===== src/rtl/adsr_envelope_controller_if.sv =====
// adsr_envelope_controller_if: control, sample and envelope signals of the ADSR/VCA stage.
// Ports: enable, gate, four 8-bit rate/level controls and wave_in flow toward the controller.
//        env_out, wave_out, state_out and busy flow back from it.
interface adsr_envelope_controller_if;
  logic       enable;
  logic       gate;
  logic [7:0] attack_rate;
  logic [7:0] decay_rate;
  logic [7:0] sustain_level;
  logic [7:0] release_rate;
  logic [7:0] wave_in;
  logic [7:0] env_out;
  logic [7:0] wave_out;
  logic [2:0] state_out;
  logic       busy;

  // Driver side (synth control logic / bench).
  modport master (
    output enable, gate, attack_rate, decay_rate, sustain_level, release_rate, wave_in,
    input  env_out, wave_out, state_out, busy
  );

  // Envelope controller side.
  modport slave (
    input  enable, gate, attack_rate, decay_rate, sustain_level, release_rate, wave_in,
    output env_out, wave_out, state_out, busy
  );
endinterface


===== src/rtl/adsr_envelope_controller.sv =====
// adsr_envelope_controller: gate-driven ADSR envelope sequencer plus VCA scaling about midscale.
// Ports: clk, rst (async, active-high); bus (slave modport) carries enable/gate/rates/wave_in in
//        and env_out/wave_out (registered, 1-cycle latency)/state_out/busy out.
module adsr_envelope_controller #(
  parameter int LEVEL_MAX = 255
) (
  input  logic                        clk,
  input  logic                        rst,
  adsr_envelope_controller_if.slave   bus
);

  localparam logic [2:0] IDLE    = 3'd0;
  localparam logic [2:0] ATTACK  = 3'd1;
  localparam logic [2:0] DECAY   = 3'd2;
  localparam logic [2:0] SUSTAIN = 3'd3;
  localparam logic [2:0] RELEASE = 3'd4;

  localparam logic [7:0] LMAX = LEVEL_MAX[7:0];

  logic [2:0] state;
  logic [7:0] cnt;
  logic [7:0] level;
  logic       gate_d;
  logic [7:0] wave_q;

  logic rise;
  logic fall;
  logic held;  // a stage that a gate fall should send to RELEASE

  assign rise = bus.gate & ~gate_d;
  assign fall = ~bus.gate & gate_d;
  assign held = (state == ATTACK) || (state == DECAY) || (state == SUSTAIN);

  // VCA: signed sample times (level+1), arithmetic shift by 8. Gain of 256 at full level
  // gives an exact pass-through; the low byte plus 128 re-centres without saturation.
  logic signed [9:0]  samp;
  logic signed [9:0]  gain;
  logic signed [19:0] prod;
  logic signed [19:0] scaled;
  logic [7:0]         wave_next;

  assign samp      = $signed({2'b00, bus.wave_in}) - 10'sd128;
  assign gain      = $signed({2'b00, level}) + 10'sd1;
  assign prod      = samp * gain;
  assign scaled    = prod >>> 8;
  assign wave_next = scaled[7:0] + 8'd128;

  always_ff @(posedge clk or posedge rst) begin
    if (rst) begin
      state  <= IDLE;
      cnt    <= 8'd0;
      level  <= 8'd0;
      gate_d <= 1'b0;
      wave_q <= 8'd128;
    end else begin
      wave_q <= wave_next;
      if (bus.enable) begin
        // gate history only advances while enabled so edges seen while frozen are not lost
        gate_d <= bus.gate;
        if (rise) begin
          state <= ATTACK;
          cnt   <= bus.attack_rate;
        end else if (fall && held) begin
          state <= RELEASE;
          cnt   <= bus.release_rate;
        end else begin
          case (state)
            ATTACK: begin
              if (level == LMAX) begin
                state <= DECAY;
                cnt   <= bus.decay_rate;
              end else if (cnt == 8'd0) begin
                level <= level + 8'd1;
                if (level == LMAX - 8'd1) begin
                  state <= DECAY;
                  cnt   <= bus.decay_rate;
                end else begin
                  cnt <= bus.attack_rate;
                end
              end else begin
                cnt <= cnt - 8'd1;
              end
            end
            DECAY: begin
              if (level <= bus.sustain_level) begin
                state <= SUSTAIN;
              end else if (cnt == 8'd0) begin
                level <= level - 8'd1;
                cnt   <= bus.decay_rate;
              end else begin
                cnt <= cnt - 8'd1;
              end
            end
            RELEASE: begin
              if (level == 8'd0) begin
                state <= IDLE;
              end else if (cnt == 8'd0) begin
                level <= level - 8'd1;
                cnt   <= bus.release_rate;
              end else begin
                cnt <= cnt - 8'd1;
              end
            end
            default: begin
              // IDLE and SUSTAIN hold level
            end
          endcase
        end
      end
    end
  end

  assign bus.env_out   = level;
  assign bus.wave_out  = wave_q;
  assign bus.state_out = state;
  assign bus.busy      = (state != IDLE);

endmodule

===== src/flat_wrapper.sv =====
// flat-port wrapper written by rule: the top's interface ports become plain ports
module adsr_envelope_controller_flat 
#(
  parameter int LEVEL_MAX = 255
)
  (clk, rst, bus_enable, bus_gate, bus_attack_rate, bus_decay_rate, bus_sustain_level, bus_release_rate, bus_wave_in, bus_env_out, bus_wave_out, bus_state_out, bus_busy);
  adsr_envelope_controller_if bus_i ();
  input  logic clk;
  input  logic rst;
  input wire logic [$bits(bus_i.enable)-1:0] bus_enable;
  input wire logic [$bits(bus_i.gate)-1:0] bus_gate;
  input wire logic [$bits(bus_i.attack_rate)-1:0] bus_attack_rate;
  input wire logic [$bits(bus_i.decay_rate)-1:0] bus_decay_rate;
  input wire logic [$bits(bus_i.sustain_level)-1:0] bus_sustain_level;
  input wire logic [$bits(bus_i.release_rate)-1:0] bus_release_rate;
  input wire logic [$bits(bus_i.wave_in)-1:0] bus_wave_in;
  output wire logic [$bits(bus_i.env_out)-1:0] bus_env_out;
  output wire logic [$bits(bus_i.wave_out)-1:0] bus_wave_out;
  output wire logic [$bits(bus_i.state_out)-1:0] bus_state_out;
  output wire logic [$bits(bus_i.busy)-1:0] bus_busy;
  assign bus_i.enable = bus_enable;
  assign bus_i.gate = bus_gate;
  assign bus_i.attack_rate = bus_attack_rate;
  assign bus_i.decay_rate = bus_decay_rate;
  assign bus_i.sustain_level = bus_sustain_level;
  assign bus_i.release_rate = bus_release_rate;
  assign bus_i.wave_in = bus_wave_in;
  assign bus_env_out = bus_i.env_out;
  assign bus_wave_out = bus_i.wave_out;
  assign bus_state_out = bus_i.state_out;
  assign bus_busy = bus_i.busy;
  adsr_envelope_controller #(.LEVEL_MAX(LEVEL_MAX)) u_core (.clk(clk), .rst(rst), .bus(bus_i));
endmodule

===== config.mk =====
export PLATFORM = sky130hd
export DESIGN_NAME = adsr_envelope_controller_flat
export DESIGN_NICKNAME = d
export VERILOG_FILES = /design/src/rtl/adsr_envelope_controller_if.sv /design/src/rtl/adsr_envelope_controller.sv /design/src/flat_wrapper.sv
export SDC_FILE = /design/constraint.sdc
export NUM_CORES = 1
export LEC_CHECK = 0
export CAP_MARGIN = 20
export CORE_AREA = 2 2 144 146
export DETAILED_ROUTE_END_ITERATION = 16
export DIE_AREA = 0 0 146 148
export GPL_ROUTABILITY_DRIVEN = 1
export PLACE_DENSITY = 0.48
export RECOVER_POWER = 100
export SYNTH_ARGS = -nofsm -noshare
export SYNTH_HDL_FRONTEND = slang
export SYNTH_SLANG_ARGS = --single-unit

===== constraint.sdc =====
create_clock -name clk -period 7 [get_ports clk]
set_input_delay 0.7 -clock clk [delete_from_list [all_inputs] [get_ports clk]]
set_output_delay 0.7 -clock clk [all_outputs]
set_load 0.01 [all_outputs]

==> qor.yml <==
run_status:
  outcome: "finished, violations left"
  violations: "max-capacitance violations, max-slew violations"
yosys:
  synthDistinctLibCells: 59
  yosysTopAreaCell: "fa_1"
  netlist_top_cells_area: "fa_1 (20%), dfrtp_1 (14%), ha_1 (14%), inv_1 (5.9%), nand2_1 (4.3%)"
  yosys_warnings: 0
  async_reset_ff_share_pct: 100
  avgSynthCellArea_um2: 8.65
  synth-seq-cells: 28
  ys_seq_area_share_pct: 14.2
  synth-main-ff-cell: "dfrtp_1"
  syn_nets: 719
  synth_top_area_share_pct: 20.3
  syn_area_um2: 4940
  synth_enable_flop_cells: 0
  syn_inst: 571
layout:
  num_antenna_cells: 0
  finalNonFillerCells: 903
  layout_commonest_cell: "inv_1"
  layout_common_cells: "inv_1 (78), nand2_1 (56), ha_1 (54), fa_1 (50), clkdlybuf4s50_1 (40)"
  final_area_um2: 6010
  fin_nets: 782
  drive_gt1_share_pct: 6.00
  fin_util_pct: 30.0
  areaGrowthSynthToFinish_pct: 21.5
global_routing:
  grt_antenna_before_repair: 0
  grt_remaining_overflow: 0
  grt_pass1_wl_mm: 24.2
  track_usage_pct: 13.9
  grt_pass1_vias: 4510
  grt_start_max_net_pins: 29
placement:
  gp_congestion: 0.867
  post-dp-hpwl_mm: 11.8
  placed_area_um2: 5930
  dp_cells: 899
  numPortBuffers: 63
worst_setup_path:
  slowest_stage: "xnor2_1"
  slowest_delay_ns: 0.68
  critPathRequiredTime_ns: 7.21
  crit_type: "flip-flop to flip-flop"
  path_cells: "inv_1 > nor2_1 > nand4_1 > xnor2_1 > and2_0 > fa_1 > inv_1 > fa_1 > inv_1 > fa_1 > fa_1 > inv_1 > fa_1 > inv_1 > ha_1 > nand2_1 > or4_1 > a21oi_1 > nor2_1 > o221ai_1 > xnor2_1"
  startpoint_type: "flip-flop"
  crit_fanout: 9
  cp-end-kind: "flip-flop"
  cp.arrival_ns: 6.57
  r2r.worst_path.cells: 21
drt:
  post_drt_via_cell_ratio: 4.85
  drt_iter0_markers: 212
  dr.pass1.iters: 5
  antenna_left: 0
  drc: 0
  num_vias: 4383
  wl_per_cell_um: 16.2
  drt_wl_total_mm: 14.6
clocking:
  ctsResizeCount: 0
  cts.clk_slew.worst_paths_ns: 0.09
  clock_sinks: 28
  cts_hold_buffers: 0
  cts_max_level: 1
  post_cts_buffers: 0
  cts_root_buffer: "clkbuf_16"
  clock_latency_ns: 0.28
  cts_made_buffers: 3
  cts_tree: "yes"
  cts.path.max_buffers: 2
sta:
  max_freq_mhz: 157
  hold_viol: 0
  layout_worst_path_cycle_share_pct: 90.8
  finalSetupViolCount: 0
  clock-skew-final_ns: 0.00416
  rsz0062_at_grt: "no"
  relSlewSlack_pct: -21.7
  fin_crit_ns: 6.36
  holdWs_ns: 0.567
  tightest_slew_ns: 1.83
  tns_ns: 0
  finalMaxSlewViolations: 29
power:
  switching_share_pct: 51.8
  total_leakage_power_nw: 2.74
  sequentialPowerShare_pct: 14.6
  p_sw_w: 0.00137
  cell_internal_pwr_w: 0.00127
  ir_drop_mv: 0.361
  p_comb_share_pct: 78.2
  power.share.clock_pct: 7.1
  p_per_area_nw_per_um2: 440
die:
  start_util_pct: 24.7
  die_area_um2: 21600
  ios: 64
  rows: 52
  dieHeight_um: 148
  die_x_um: 146
  core_area_um2: 20000
worst_hold_path:
  hold-path-cell-count: 1
  hold_class: "flip-flop to flip-flop"
job:
  maxCapViolations: 1
==> kinds of logic (layout without fill, tap and decap cells) <==
| group | Yosys count | in the layout | share of synthesized area (%) |
|---|---|---|---|
| and+or+nand+nor | 188 | 188 | 20.3 |
| AOI/OAI and AO/OA | 115 | 115 | 16.2 |
| adders and majority gates | 104 | 104 | 33.9 |
| buffers and inverters | 94 | 156 | 7.24 |
| xor gates and xnor gates | 29 | 29 | 5.14 |
| DFF | 28 | 28 | 14.2 |
| muxes | 13 | 13 | 2.94 |
==> through the flow <==
| step | worst slack (ns) | power (W) |
|---|---|---|
| 2_1_floorplan | 1.06 | 0.00188 |
| 3_3_place_gp | 0.723 | 0.00247 |
| 3_5_place_dp | 0.610 | 0.00249 |
| 4_1_cts | 0.608 | 0.00272 |
| 5_1_grt | 0.173 | 0.00299 |
| 6_report | 0.642 | 0.00264 |
==> Yosys cell counts, drive strengths merged, types with 4 or more instances <==
cell / count
xnor2: 22
nor2b: 11
clkbuf: 12
a21oi: 28
nand2b: 10
dfrtp: 27
nand3: 11
inv: 78
a2111oi: 4
mux2: 12
or3: 6
o31ai: 7
a22oi: 8
buf: 4
or2: 5
a31oi: 4
nand4: 6
ha: 54
fa: 50
xor2: 7
o21ai: 22
nor3: 12
and3b: 6
o221ai: 4
nor2: 24
a21o: 6
and2: 24
o31a: 4
o211ai: 7
nand2: 56
==> registers in the layout, summed over array words and instances, names as in the netlist <==
register,count
u_core.bus.state_out,3
u_core.bus.wave_out,8
u_core.bus.env_out,8
u_core.cnt,8
u_core.gate_d,1
==> final cells by class <==
cell class | count | area, µm²
Sequential cell | 28 | 702
Clock inverter | 1 | 30.0
Clock buffer | 3 | 75.1
Inverter | 78 | 293
Tap cell | 270 | 338
Fill cell | 2201 | 14000
Multi-Input combinational cell | 449 | 3860
Timing Repair Buffer | 74 | 706
==> critical path, delay by kind of cell (launching register included) <==
family / cells / cell delay, ns
flip-flops: 1 / 0.50
buffers and inverters: 5 / 0.38
AND/OR/NAND/NOR: 6 / 1.38
AO/OA/AOI/OAI: 2 / 0.58
XOR/XNOR: 2 / 0.84
adder cells (fa/ha/maj): 6 / 2.62
==> worst paths after layout <==
path | start | end | slack [ns]
min | u_core.gate_d$_DFFE_PP0P_ | u_core.gate_d$_DFFE_PP0P_ | 0.57
max | u_core.bus.env_out[1]$_DFFE_PP0P_ | u_core.bus.wave_out[7]$_DFF_PP1_ | 0.64
min in group asynchronous | rst | u_core.bus.wave_out[5]$_DFF_PP0_ | 1.49
max in group asynchronous | rst | u_core.bus.state_out[2]$_DFFE_PP0P_ | 4.45
max reg2reg | u_core.bus.env_out[1]$_DFFE_PP0P_ | u_core.bus.wave_out[7]$_DFF_PP1_ | 0.64
min reg2reg | u_core.gate_d$_DFFE_PP0P_ | u_core.gate_d$_DFFE_PP0P_ | 0.57
==> power groups by stage <==
stage	logic [W]	clock network, W	registers, W
6_report	0.00207	0.000189	0.000387
5_1_grt	0.00238	0.000201	0.000404
4_1_cts	0.00213	0.000199	0.000389
3_5_place_dp	0.00210	0	0.000393
3_3_place_gp	0.00208	0	0.000390
2_1_floorplan	0.00153	0	0.000347
==> per-layer routing <==
metal  track usage (%)  vias up  wire, µm
li1                  -     2088         -
met1              19.0     2139      6820
met2              22.9      139      6790
met3              2.53       17       756
met4              2.96        0       238
met5                 0        -         0
Note: power is estimated with default switching activity, not from simulation.
